<file path="src/rtl/tetromino_fetch.sv">
// Tetromino fetch: range-checks random codes, reads shapes from BRAM, buffers current + next piece.
// Optional TETROMINO_NO_REPEAT_EN rerolls a code that repeats the last fetched piece once.
module tetromino_fetch #(
    parameter int MEM_AWIDTH = 4,
    parameter int SHAPE_W    = 16,
    parameter int NUM_PIECES = 7
) (
    input  logic                  i_pixclk,
    input  logic                  i_reset_n,
    input  logic [MEM_AWIDTH-1:0] i_random_address,
    input  logic                  i_clear,
    output logic                  o_mem_en,
    output logic [MEM_AWIDTH-1:0] o_mem_addr,
    input  logic [SHAPE_W-1:0]    i_mem_data,
    output logic                  o_piece_valid,
    input  logic                  i_piece_ready,
    output logic [2:0]            o_piece_id,
    output logic [SHAPE_W-1:0]    o_piece_shape,
    output logic                  o_next_valid,
    output logic [2:0]            o_next_id
);

    typedef enum logic [1:0] {SAMPLE, READ, CAPTURE} state_t;

    localparam logic [MEM_AWIDTH-1:0] NUM_CODES = MEM_AWIDTH'(NUM_PIECES);

    state_t             state;
    state_t             state_next;
    logic [SHAPE_W-1:0] next_shape;
    logic               code_ok;
    logic               repeat_hit;
    logic               accept;
    logic               handshake;
    logic               transfer;

`ifdef TETROMINO_NO_REPEAT_EN
    logic [MEM_AWIDTH-1:0] last_id;
    logic                  last_valid;
    logic                  rerolled;
`endif

    always_comb begin
        code_ok    = (i_random_address < NUM_CODES);
`ifdef TETROMINO_NO_REPEAT_EN
        repeat_hit = last_valid && (i_random_address == last_id) && !rerolled;
`else
        repeat_hit = 1'b0;
`endif
        accept     = (state == SAMPLE) && !o_next_valid && code_ok && !repeat_hit;
        handshake  = o_piece_valid && i_piece_ready;
        transfer   = o_next_valid && (!o_piece_valid || i_piece_ready);
    end

    always_comb begin
        state_next = state;
        case (state)
            SAMPLE:  if (accept) state_next = READ;
            READ:    state_next = CAPTURE;
            CAPTURE: state_next = SAMPLE;
            default: state_next = SAMPLE;
        endcase
    end

    always_ff @(posedge i_pixclk) begin
        if (!i_reset_n || i_clear) state <= SAMPLE;
        else                       state <= state_next;
    end

    // o_mem_addr doubles as the candidate register: it holds the accepted code until CAPTURE.
    always_ff @(posedge i_pixclk) begin
        if (!i_reset_n) begin
            o_mem_en      <= 1'b0;
            o_mem_addr    <= '0;
            o_piece_valid <= 1'b0;
            o_piece_id    <= '0;
            o_piece_shape <= '0;
            o_next_valid  <= 1'b0;
            o_next_id     <= '0;
            next_shape    <= '0;
`ifdef TETROMINO_NO_REPEAT_EN
            last_id       <= '0;
            last_valid    <= 1'b0;
            rerolled      <= 1'b0;
`endif
        end else if (i_clear) begin
            o_mem_en      <= 1'b0;
            o_piece_valid <= 1'b0;
            o_next_valid  <= 1'b0;
`ifdef TETROMINO_NO_REPEAT_EN
            last_valid    <= 1'b0;
            rerolled      <= 1'b0;
`endif
        end else begin
            o_mem_en <= accept;
            if (accept) o_mem_addr <= i_random_address;

            if (state == CAPTURE) begin
                o_next_valid <= 1'b1;
                o_next_id    <= 3'(o_mem_addr);
                next_shape   <= i_mem_data;
            end else if (transfer) begin
                o_next_valid <= 1'b0;
            end

            if (transfer) begin
                o_piece_valid <= 1'b1;
                o_piece_id    <= o_next_id;
                o_piece_shape <= next_shape;
            end else if (handshake) begin
                o_piece_valid <= 1'b0;
            end

`ifdef TETROMINO_NO_REPEAT_EN
            if (state == CAPTURE) begin
                last_id    <= o_mem_addr;
                last_valid <= 1'b1;
            end
            if (accept)
                rerolled <= 1'b0;
            else if (state == SAMPLE && !o_next_valid && code_ok && repeat_hit)
                rerolled <= 1'b1;
`endif
        end
    end

endmodule

</file>
<file path="config.mk">
export PLATFORM = sky130hd
export DESIGN_NAME = tetromino_fetch
export DESIGN_NICKNAME = d
export VERILOG_FILES = /design/src/rtl/tetromino_fetch.sv
export SDC_FILE = /design/constraint.sdc
export NUM_CORES = 1
export LEC_CHECK = 0
export CAP_MARGIN = 20
export CORE_MARGIN = 1
export CORE_UTILIZATION = 50
export CTS_BUF_LIST = sky130_fd_sc_hd__clkbuf_16
export CTS_CLUSTER_SIZE = 20
export DETAILED_ROUTE_END_ITERATION = 6
export HOLD_SLACK_MARGIN = 0.02
export PLACE_DENSITY = 0.86
export SETUP_SLACK_MARGIN = 0.4
export SYNTH_ARGS = -nofsm -noshare
export SYNTH_HDL_FRONTEND = slang
export SYNTH_SLANG_ARGS = --single-unit
</file>
<file path="constraint.sdc">
create_clock -name i_pixclk -period 2.7 [get_ports i_pixclk]
set_input_delay 0.405 -clock i_pixclk [delete_from_list [all_inputs] [get_ports i_pixclk]]
set_output_delay 0.405 -clock i_pixclk [all_outputs]
set_load 0.02 [all_outputs]
</file>
==> results of run 1 <==
-- power breakdown --
group	switching, mW	leakage (nW)	total [mW]	internal [mW]
Sequential	0.00567	0.379	0.705	0.699
Combinational	0.0342	0.397	0.0886	0.0544
Clock	0.238	0.0762	0.572	0.334
Total	0.278	0.852	1.37	1.09
-- cells by family after synthesis --
logic type | share of synthesized area [%]
buf+inv | 5.14
compound gates | 25.0
flops | 48.9
simple gates | 21.0
-- cells in the mapped netlist --
| cell type | instances |
|---|---|
| sky130_fd_sc_hd__and3_1 | 2 |
| sky130_fd_sc_hd__a21boi_1 | 10 |
| sky130_fd_sc_hd__dfxtp_1 | 47 |
| sky130_fd_sc_hd__o31ai_1 | 3 |
| sky130_fd_sc_hd__nor3b_1 | 1 |
| sky130_fd_sc_hd__nand2_1 | 29 |
| sky130_fd_sc_hd__or4_4 | 1 |
| sky130_fd_sc_hd__nand3_1 | 20 |
| sky130_fd_sc_hd__a21boi_2 | 10 |
| sky130_fd_sc_hd__buf_6 | 2 |
| sky130_fd_sc_hd__clkbuf_1 | 7 |
| sky130_fd_sc_hd__o21ai_0 | 19 |
| sky130_fd_sc_hd__nor3b_4 | 1 |
| sky130_fd_sc_hd__buf_4 | 2 |
| sky130_fd_sc_hd__or3b_1 | 1 |
| sky130_fd_sc_hd__nand2b_1 | 3 |
| sky130_fd_sc_hd__buf_8 | 1 |
| sky130_fd_sc_hd__nand2_2 | 10 |
| sky130_fd_sc_hd__nor2_2 | 1 |
| sky130_fd_sc_hd__nor2_1 | 6 |
| sky130_fd_sc_hd__nor2b_1 | 3 |
| sky130_fd_sc_hd__buf_2 | 4 |
| sky130_fd_sc_hd__nor4_1 | 1 |
| sky130_fd_sc_hd__a21boi_0 | 18 |
| sky130_fd_sc_hd__a21oi_1 | 8 |
-- registers in the layout, summed over array words and instances (netlist names) --
signal         flops
next_shape        16
o_piece_shape     16
o_mem_addr         4
o_next_id          3
o_piece_id         3
state              2
o_mem_en           1
o_next_valid       1
o_piece_valid      1
-- metrics by stage --
step | area [um2] | hold slack [ns]
after global routing | 2580 | 0.457
after detailed placement | 2440 | 0.432
final | 2580 | 0.438
after floorplan | 1920 | 0.443
after CTS | 2580 | 0.438
after global placement | 2440 | 0.423
-- worst min-delay path, cell delays in order (launching register included) --
cell                      delay (ns)
sky130_fd_sc_hd__dfxtp_1        0.31
sky130_fd_sc_hd__nand2_1        0.05
sky130_fd_sc_hd__a21oi_1        0.03
-- per-layer routing --
metal / track usage [%] / part of all wire, % / vias up
met4: 8.52 / 1.6 / 0
met3: 6.07 / 5.2 / 6
met2: 37.4 / 47 / 53
li1: - / - / 818
met1: 28.7 / 46 / 729
met5: 0 / 0 / -
-- worst max path at each step --
stage	from	end	slack, ns	cells past startpoint
after floorplan	o_next_valid$_SDFFE_PP0P_	o_mem_addr[0]$_SDFFE_PN0P_	1.35	3
after global placement	i_clear	next_shape[14]$_SDFFE_PN0P_	0.73	4
after detailed placement	i_clear	o_piece_shape[2]$_SDFFE_PN0P_	0.66	4
after CTS	o_next_valid$_SDFFE_PP0P_	o_next_valid	0.89	1
after global routing	i_clear	o_piece_shape[2]$_SDFFE_PN0P_	0.74	4
final	o_next_valid$_SDFFE_PP0P_	o_next_valid	0.88	1
-- cell type report --
type	instances	area, um2	area share [%]
clock inverter	3	12.5	0.485
sequential	47	941	36.5
timing repair buffer	57	558	21.6
clock buffer	5	125	4.85
tap	48	60.1	2.33
multi-input combinational	147	883	34.2
==> flow_summary_export.csv, run 1 <==
group,metric,value,unit
setup_path,timing.critical_path.buf_inv,1,
place,detailedPlace.worstSlack,0.659,ns
place,routabilityCongestion,0.752,
routing,detail_route.vias_per_cell,5.23,
place,placement.io_buffers,52,
clock_network,clock_transition_at_the_registers_of_the_reported_paths,0.06,ns
clock_network,postCtsResizedCells,0,
run_status,run_status,"finished clean",
yosys,postSynthAreaPerCell,9.16,um2
setup_path,worst_path_dominant_cell_family,"buffers and inverters",
global_route,initial_antenna_violation_count,0,
global_route,global_route.overflow_total,0,
floorplanning,fp.coreArea,3660,um2
sta,timing_worst_slew_pin_value,0.734,ns
clock_network,cts_root_buffer,"sky130_fd_sc_hd__clkbuf_16",
finish,final_common_cell,"sky130_fd_sc_hd__clkdlybuf4s50_1",
floorplanning,die_area,4100,um2
clock_network,cts_tree,"built",
sta,setup_tns,0,ns
power_and_ir_drop,power.leakage,0.852,nW
setup_path,critical_path_arrival,1.42,ns
place,numPlacedInstances,299,
yosys,synth.ff_latch_count,47,
sta,number_of_setup_violations_in_the_final_report,0,
floorplanning,dieHeight,64.0,um
global_route,via_count_of_the_first_global_routing_pass,1537,
yosys,yosys-top-cells-area,"sky130_fd_sc_hd__dfxtp_1 49%, sky130_fd_sc_hd__a21boi_0 7.0%, sky130_fd_sc_hd__a21boi_2 5.9%",
floorplanning,num_io_pins,53,
finish,finish.net_count,282,
sta,timing.final.crit_share,67.4,%
sta,slew_headroom,51.1,%
clock_network,cts-buffers-inserted,5,
place,dp.final_hpwl,2.77,mm
worst_hold_path,hp-class,"register to register",
power_and_ir_drop,vdd_drop_max,0.334,mV
finish,utilization,70.5,%
floorplanning,initial_utilization,52.5,%
yosys,synth.net_count,234,
finish,antennaDiodeCount,0,
setup_path,crit_path_start_kind,"register",
sta,timing.final.crit_period,1.82,ns
yosys,synth_sequential_area_ratio,48.9,%
setup_path,cp_slowest_cell,"sky130_fd_sc_hd__clkdlybuf4s50_1",
setup_path,end_kind,"output pin",
worst_hold_path,min-delay-start,"o_mem_addr[3]$_SDFFE_PN0P_",
setup_path,crit_fanout,7,
yosys,synth_area,1920,um2
finish,area_added_between_synthesis_and_finish,34.2,%
setup_path,rr_startpoint,"state[1]$_SDFFE_PP0P_",
routing,drtPass1Iterations,4,
sta,postLayoutSetupSlackWorst,0.879,ns
clock_network,postCtsSetupBuffers,0,
floorplanning,row_count,22,
setup_path,critical-path-max-stage-delay,0.66,ns
finish,filler_cell_count,294,
setup_path,path_cells,"clkdlybuf4s50_1",
clock_network,post_cts_hold_buffer_count,0,
sta,max_clock_freq,549,MHz
setup_path,critical_path_required,2.30,ns
clock_network,cts_max_path_buffers,2,
yosys,post_synth_num_cell_types,25,
routing,drt_iter0_drc,137,
setup_path,worst_case_reg_to_reg_path_depth,3,
sta,maxSlewViolCount,0,
routing,drc,0,
power_and_ir_drop,power.density,529,nW/um2
global_route,grt_pass1_wl,7.13,mm
power_and_ir_drop,report.power.total,1.37,mW
setup_path,timing.reg2reg.setup_slack,1.10,ns
clock_network,clock-sinks,47,
finish,share_of_layout_cells_above_drive_strength_1,13.1,%
clock_network,clock_latency,0.28,ns
worst_hold_path,hold-path-cell-count,2,
routing,drt-total-wl,4.15,mm
routing,via_total_after_detailed_routing,1606,
setup_path,setup.worst_path.class,"register to output pin",
clock_network,ctsHtreeMaxLevel,2,
routing,drt.antenna.violating_nets,0,
yosys,syn_inst,210,
yosys,yosys_warnings,0,
sta,rsz_0062_raised_after_global_routing,"false",
floorplanning,floorplan.die.width,64.0,um
worst_hold_path,hold-path-endpoint,"o_mem_addr[3]$_SDFFE_PN0P_",
global_route,grt_max_degree,22,
sta,finalHoldViolCount,0,
setup_path,critical_path.reg2reg.endpoint,"o_next_id[1]$_SDFFE_PN0P_",
global_route,groute.usage.overall,22.9,%
sta,fin_worst_skew,0.00432,ns
run,maxCapViolations,0,
yosys,most_area_hungry_cell_type_in_the_yosys_netlist,"sky130_fd_sc_hd__dfxtp_1",
yosys,yosysTopAreaCellShare,48.9,%
finish,final_cell_mix,"52 x sky130_fd_sc_hd__clkdlybuf4s50_1, 47 x sky130_fd_sc_hd__dfxtp_1, 29 x sky130_fd_sc_hd__nand2_1",
finish,final_cell_count_without_fillers,307,
routing,avgRoutedWirePerCell,13.5,um
Power figures use the tool's default switching activity.
==> run 2: changes to the inputs <==
Settings changed: CORE_UTILIZATION 50 to 43, PLACE_DENSITY 0.86 to 0.79.
Clock period 2.7 ns to 1.6 ns, I/O delays scaled along.
==> run 2 against run 1 <==
Combinational power increased by 90%. Clock power rose by 71%. Clock skew grew 0.0026 ns. Routed wire length rose by 13%. Worst setup slack worse by 0.53 ns. Highest routed layer unchanged.
==> flow_summary_export.csv, run 2 (synthesis results as in run 1) <==
group,metric,value,unit
run_status,run_status,"finished clean",
routing,drt-total-wl,4.67,mm
clock_network,clock_latency,0.29,ns
sta,timing_worst_slew_pin_value,0.341,ns
run,maxCapViolations,0,
sta,maxSlewViolCount,0,
floorplanning,dieHeight,68.9,um
setup_path,critical_path_required,1.78,ns
floorplanning,initial_utilization,46.4,%
global_route,global_route.overflow_total,0,
place,dp.final_hpwl,3.09,mm
place,routabilityCongestion,0.829,
sta,slew_headroom,77.1,%
power_and_ir_drop,power.leakage,0.995,nW
setup_path,critical_path_arrival,1.43,ns
routing,detail_route.vias_per_cell,5.29,
routing,drc,0,
floorplanning,fp.coreArea,4140,um2
routing,via_total_after_detailed_routing,1713,
clock_network,cts-buffers-inserted,5,
power_and_ir_drop,report.power.total,2.33,mW
clock_network,ctsHtreeMaxLevel,2,
setup_path,end_kind,"register",
finish,antennaDiodeCount,0,
setup_path,crit_path_start_kind,"register",
setup_path,rr_startpoint,"state[0]$_SDFFE_PP0P_",
sta,finalHoldViolCount,0,
worst_hold_path,min-delay-start,"o_mem_addr[3]$_SDFFE_PN0P_",
sta,timing.final.crit_period,1.25,ns
clock_network,cts_max_path_buffers,2,
finish,area_added_between_synthesis_and_finish,41.2,%
finish,final_cell_mix,"44 x sky130_fd_sc_hd__dfxtp_1, 29 x sky130_fd_sc_hd__nand2_1, 21 x sky130_fd_sc_hd__clkdlybuf4s50_1",
floorplanning,row_count,23,
sta,fin_worst_skew,0.00689,ns
floorplanning,die_area,4740,um2
global_route,initial_antenna_violation_count,0,
floorplanning,num_io_pins,53,
routing,drt_iter0_drc,104,
global_route,via_count_of_the_first_global_routing_pass,1584,
sta,max_clock_freq,797,MHz
floorplanning,floorplan.die.width,68.9,um
routing,drtPass1Iterations,7,
clock_network,cts_tree,"built",
place,detailedPlace.worstSlack,-0.0786,ns
power_and_ir_drop,vdd_drop_max,0.552,mV
routing,drt.antenna.violating_nets,0,
finish,top_flop_regs,"next_shape: 16 flops, o_piece_shape: 16 flops, o_mem_addr: 4 flops",
sta,timing.final.crit_share,78.4,%
clock_network,clock_transition_at_the_registers_of_the_reported_paths,0.06,ns
routing,avgRoutedWirePerCell,14.4,um
worst_hold_path,hp-class,"register to register",
finish,final_common_cell,"sky130_fd_sc_hd__dfxtp_1",
clock_network,clock-sinks,47,
sta,postLayoutSetupSlackWorst,0.346,ns
setup_path,setup.worst_path.class,"register to register",
power_and_ir_drop,power.density,859,nW/um2
finish,share_of_layout_cells_above_drive_strength_1,27.7,%
global_route,grt_pass1_wl,7.42,mm
finish,finish.net_count,297,
place,placement.io_buffers,52,
global_route,groute.usage.overall,21.9,%
clock_network,cts_root_buffer,"sky130_fd_sc_hd__clkbuf_16",
setup_path,critical_path.startpoint,"state[0]$_SDFFE_PP0P_",
setup_path,crit_fanout,4,
sta,rsz_0062_raised_after_global_routing,"true",
sta,number_of_setup_violations_in_the_final_report,0,
global_route,grt_max_degree,20,
## run 2: cell count changes in the layout (fill, tap and decap cells not counted), moves of 5 or more
cell	delta
sky130_fd_sc_hd__buf_6	+6
sky130_fd_sc_hd__clkdlybuf4s15_1	+11
sky130_fd_sc_hd__clkdlybuf4s50_1	-31
sky130_fd_sc_hd__buf_2	+5
sky130_fd_sc_hd__clkbuf_2	+10
sky130_fd_sc_hd__buf_4	+6
## run 2: repair_timing
action	4_1_cts	5_1_grt
cloned	1	1
pin swaps	3	1
hold buffers	0	0
setup endpoints to repair	73	55
resized for setup	66	35
buffers inserted	1	0
## run 2: area by class of cell
| class | instances | area, um2 |
|---|---|---|
| Clock buffer | 5 | 125 |
| Clock inverter | 3 | 12.5 |
| Fill cell | 365 | 1430 |
| Multi-Input combinational cell | 147 | 933 |
| Sequential cell | 47 | 947 |
| Tap cell | 50 | 62.6 |
| Timing Repair Buffer | 72 | 634 |
## run 2: where the power goes
group | switching (mW) | internal, mW | leakage, nW | total [mW]
clock | 0.413 | 0.564 | 0.0762 | 0.977
sequential | 0.00802 | 1.18 | 0.381 | 1.19
combinational | 0.0665 | 0.102 | 0.538 | 0.168
total | 0.488 | 1.85 | 0.995 | 2.33
## run 2: worst paths after layout
path | end | slack (ns) | cells past startpoint
setup reg to reg | o_mem_addr[1]$_SDFFE_PN0P_ | 0.35 | 3
setup / recovery | o_mem_addr[1]$_SDFFE_PN0P_ | 0.35 | 3
hold reg to reg | o_mem_addr[3]$_SDFFE_PN0P_ | 0.44 | 2
hold / removal | o_mem_addr[3]$_SDFFE_PN0P_ | 0.44 | 2
## run 2: metal layers
layer	GRT usage (%)	routed length (um)	vias to the layer above
li1	-	-	849
met1	26.8	2080	813
met2	36.8	2310	46
met3	5.92	226	5
met4	7.65	49	0
met5	0	0	-
## run 2: critical path, stage by stage, from the launching register on
cell and delay, ns:
sky130_fd_sc_hd__dfxtp_4 0.35, sky130_fd_sc_hd__or4_4 0.53, sky130_fd_sc_hd__o31ai_2 0.20, sky130_fd_sc_hd__nor2_1 0.07
## run 2: stage by stage
stage	TNS [ns]	cells	utilization [%]	area, um2	hold WS [ns]
2_1_floorplan	0	210	-	1930	0.367
3_3_place_gp	-0.489	313	61.5	2550	0.423
3_5_place_dp	-0.983	313	61.5	2550	0.435
4_1_cts	0	323	66.6	2760	0.440
5_1_grt	0	324	65.5	2720	0.461
6_report	0	324	65.5	2720	0.437
==> run 3: changes to the inputs <==
Settings changed: CORE_UTILIZATION 43 to 47, PLACE_DENSITY 0.79 to 0.81.
Clock period 1.6 ns to 1.3 ns, I/O delays scaled along.
==> run 3 against run 2 <==
Critical endpoint unchanged. Die area is 8.3% lower. Clock skew is 0.00057 ns higher. First-iteration DRC count grew 130%. Worst setup slack lost 0.45 ns. Core utilization increased by 31 points. The run now ends with setup timing left. Critical path depth rose by 2. Flip-flop and latch count unchanged. Highest routed layer unchanged. Global-route usage rose by 11 points.
==> flow_summary_export.csv, run 3 (synthesis results as in run 1) <==
group,metric,value,unit
run_status,run_status,"complete, but fails checks",
run_status,failing_checks,"setup timing",
floorplanning,dieHeight,66.0,um
routing,via_total_after_detailed_routing,2186,
place,dpl_cell_area,2720,um2
floorplanning,die_area,4350,um2
setup_path,setup.worst_path.class,"register to register",
sta,number_of_setup_violations_in_the_final_report,4,
sta,finalHoldViolCount,0,
sta,timing_worst_slew_pin_value,0.401,ns
sta,max_clock_freq,714,MHz
finish,area_added_between_synthesis_and_finish,90.4,%
finish,share_of_layout_cells_above_drive_strength_1,68.6,%
sta,postLayoutSetupSlackWorst,-0.100,ns
floorplanning,initial_utilization,50.6,%
floorplanning,row_count,22,
clock_network,clock-sinks,47,
place,placement.io_buffers,52,
run,maxCapViolations,0,
sta,timing.final.crit_period,1.40,ns
clock_network,cts_root_buffer,"sky130_fd_sc_hd__clkbuf_16",
global_route,grt_max_degree,27,
setup_path,crit_fanout,3,
routing,drc,0,
routing,drtPass1Iterations,4,
global_route,grt_pass1_wl,10.2,mm
sta,maxSlewViolCount,0,
sta,rsz_0062_raised_after_global_routing,"true",
place,dp.final_hpwl,3.02,mm
sta,setup_tns,-0.197,ns
clock_network,ctsHtreeMaxLevel,2,
place,routabilityCongestion,0.751,
floorplanning,num_io_pins,53,
finish,top_flop_regs,"next_shape: 16 flops, o_piece_shape: 16 flops, o_mem_addr: 4 flops",
floorplanning,fp.coreArea,3800,um2
place,detailedPlace.worstSlack,-0.317,ns
sta,fin_worst_skew,0.00746,ns
setup_path,end_kind,"register",
sta,slew_headroom,73.0,%
clock_network,cts_max_path_buffers,2,
global_route,global_route.overflow_total,0,
routing,drt-total-wl,8.86,mm
routing,avgRoutedWirePerCell,24.7,um
global_route,via_count_of_the_first_global_routing_pass,1971,
global_route,initial_antenna_violation_count,0,
finish,final_cell_mix,"47 x sky130_fd_sc_hd__buf_6, 26 x sky130_fd_sc_hd__dfxtp_2, 26 x sky130_fd_sc_hd__buf_4",
power_and_ir_drop,vdd_drop_max,0.871,mV
sta,timing.final.crit_share,108,%
clock_network,cts-buffers-inserted,5,
clock_network,cts_tree,"built",
power_and_ir_drop,power.density,821,nW/um2
finish,utilization,96.4,%
floorplanning,floorplan.die.width,66.0,um
finish,finish.net_count,332,
setup_path,critical_path_arrival,1.61,ns
routing,drt_iter0_drc,243,
routing,detail_route.vias_per_cell,6.11,
global_route,groute.usage.overall,32.5,%
worst_hold_path,hp-class,"input port to register",
routing,drt.antenna.violating_nets,0,
power_and_ir_drop,report.power.total,3.01,mW
finish,final_common_cell,"sky130_fd_sc_hd__buf_6",
power_and_ir_drop,power.leakage,1.42,nW
setup_path,crit_path_start_kind,"register",
clock_network,clock_latency,0.30,ns
finish,finish.instance_area,3660,um2
clock_network,clock_transition_at_the_registers_of_the_reported_paths,0.07,ns
setup_path,critical_path_required,1.51,ns
## run 3: changes by cell type in the layout (fill, tap and decap cells not counted), moves of 10 or more
| cell | before | now |
|---|---|---|
| sky130_fd_sc_hd__o21ai_0 | 18 | 0 |
| sky130_fd_sc_hd__dfxtp_2 | 2 | 26 |
| sky130_fd_sc_hd__nand3_1 | 19 | 1 |
| sky130_fd_sc_hd__a21boi_0 | 14 | 0 |
| sky130_fd_sc_hd__clkdlybuf4s15_1 | 11 | 1 |
| sky130_fd_sc_hd__o21ai_2 | 1 | 14 |
| sky130_fd_sc_hd__dfxtp_1 | 44 | 16 |
| sky130_fd_sc_hd__clkbuf_2 | 10 | 0 |
| sky130_fd_sc_hd__buf_4 | 11 | 26 |
| sky130_fd_sc_hd__buf_6 | 6 | 47 |
| sky130_fd_sc_hd__nand3_2 | 1 | 16 |
| sky130_fd_sc_hd__nand2_4 | 0 | 13 |
| sky130_fd_sc_hd__a21boi_2 | 10 | 21 |
| sky130_fd_sc_hd__nand2_1 | 29 | 19 |
## run 3: final cells by class
class                      count  area (um2)
clock buffer                   5         125
timing repair buffer         107        1200
multi-input combinational    147        1270
fill                          67         136
sequential                    47         992
tap                           48        60.1
antenna                        1        2.50
clock inverter                 3        12.5
## run 3: worst paths after layout
kind,depth (start not counted),slack (ns),start,endpoint
worst min-delay path,3,0.47,i_mem_data[13],next_shape[13]$_SDFFE_PN0P_
worst max-delay path,5,-0.10,o_next_valid$_SDFFE_PP0P_,o_mem_addr[1]$_SDFFE_PN0P_
worst max register to register,5,-0.10,o_next_valid$_SDFFE_PP0P_,o_mem_addr[1]$_SDFFE_PN0P_
worst min register to register,2,0.48,o_piece_shape[10]$_SDFFE_PN0P_,o_piece_shape[10]$_SDFFE_PN0P_
## run 3: repair_timing
action | 4_1_cts | 5_1_grt
pin swaps | 27 | 32
hold buffers | 0 | 0
resized for setup | 252 | 67
setup endpoints to repair | 76 | 76
buffers inserted | 12 | 13
cloned | 6 | 1
## run 3: critical path: stages, from the launching register on
cell and delay, ns:
sky130_fd_sc_hd__dfxtp_4 0.36, sky130_fd_sc_hd__buf_6 0.13, sky130_fd_sc_hd__nor4_1 0.40, sky130_fd_sc_hd__buf_4 0.21, sky130_fd_sc_hd__a21oi_1 0.08, sky130_fd_sc_hd__nor2_1 0.13
## run 3: where the power goes
part           switching [mW]  internal, mW  total [mW]  leakage (nW)
Sequential             0.0137          1.45        1.46         0.396
Combinational           0.124         0.159       0.283         0.948
Clock                   0.568         0.697        1.27        0.0724
## run 3: routing by layer
metal / track usage [%] / up-vias / part of all wire [%]
met2: 53.1 / 141 / 50
li1: - / 926 / -
met4: 17.3 / 0 / 5.9
met3: 8.45 / 45 / 7.6
met1: 38.7 / 1074 / 36
met5: 0 / - / 0
## run 3: through the flow
| step | instances | hold WS [ns] |
|---|---|---|
| 3_3_place_gp | 317 | 0.423 |
| 2_1_floorplan | 210 | 0.322 |
| 5_1_grt | 357 | 0.486 |
| 4_1_cts | 343 | 0.445 |
| 3_5_place_dp | 317 | 0.436 |
| 6_report | 358 | 0.468 |
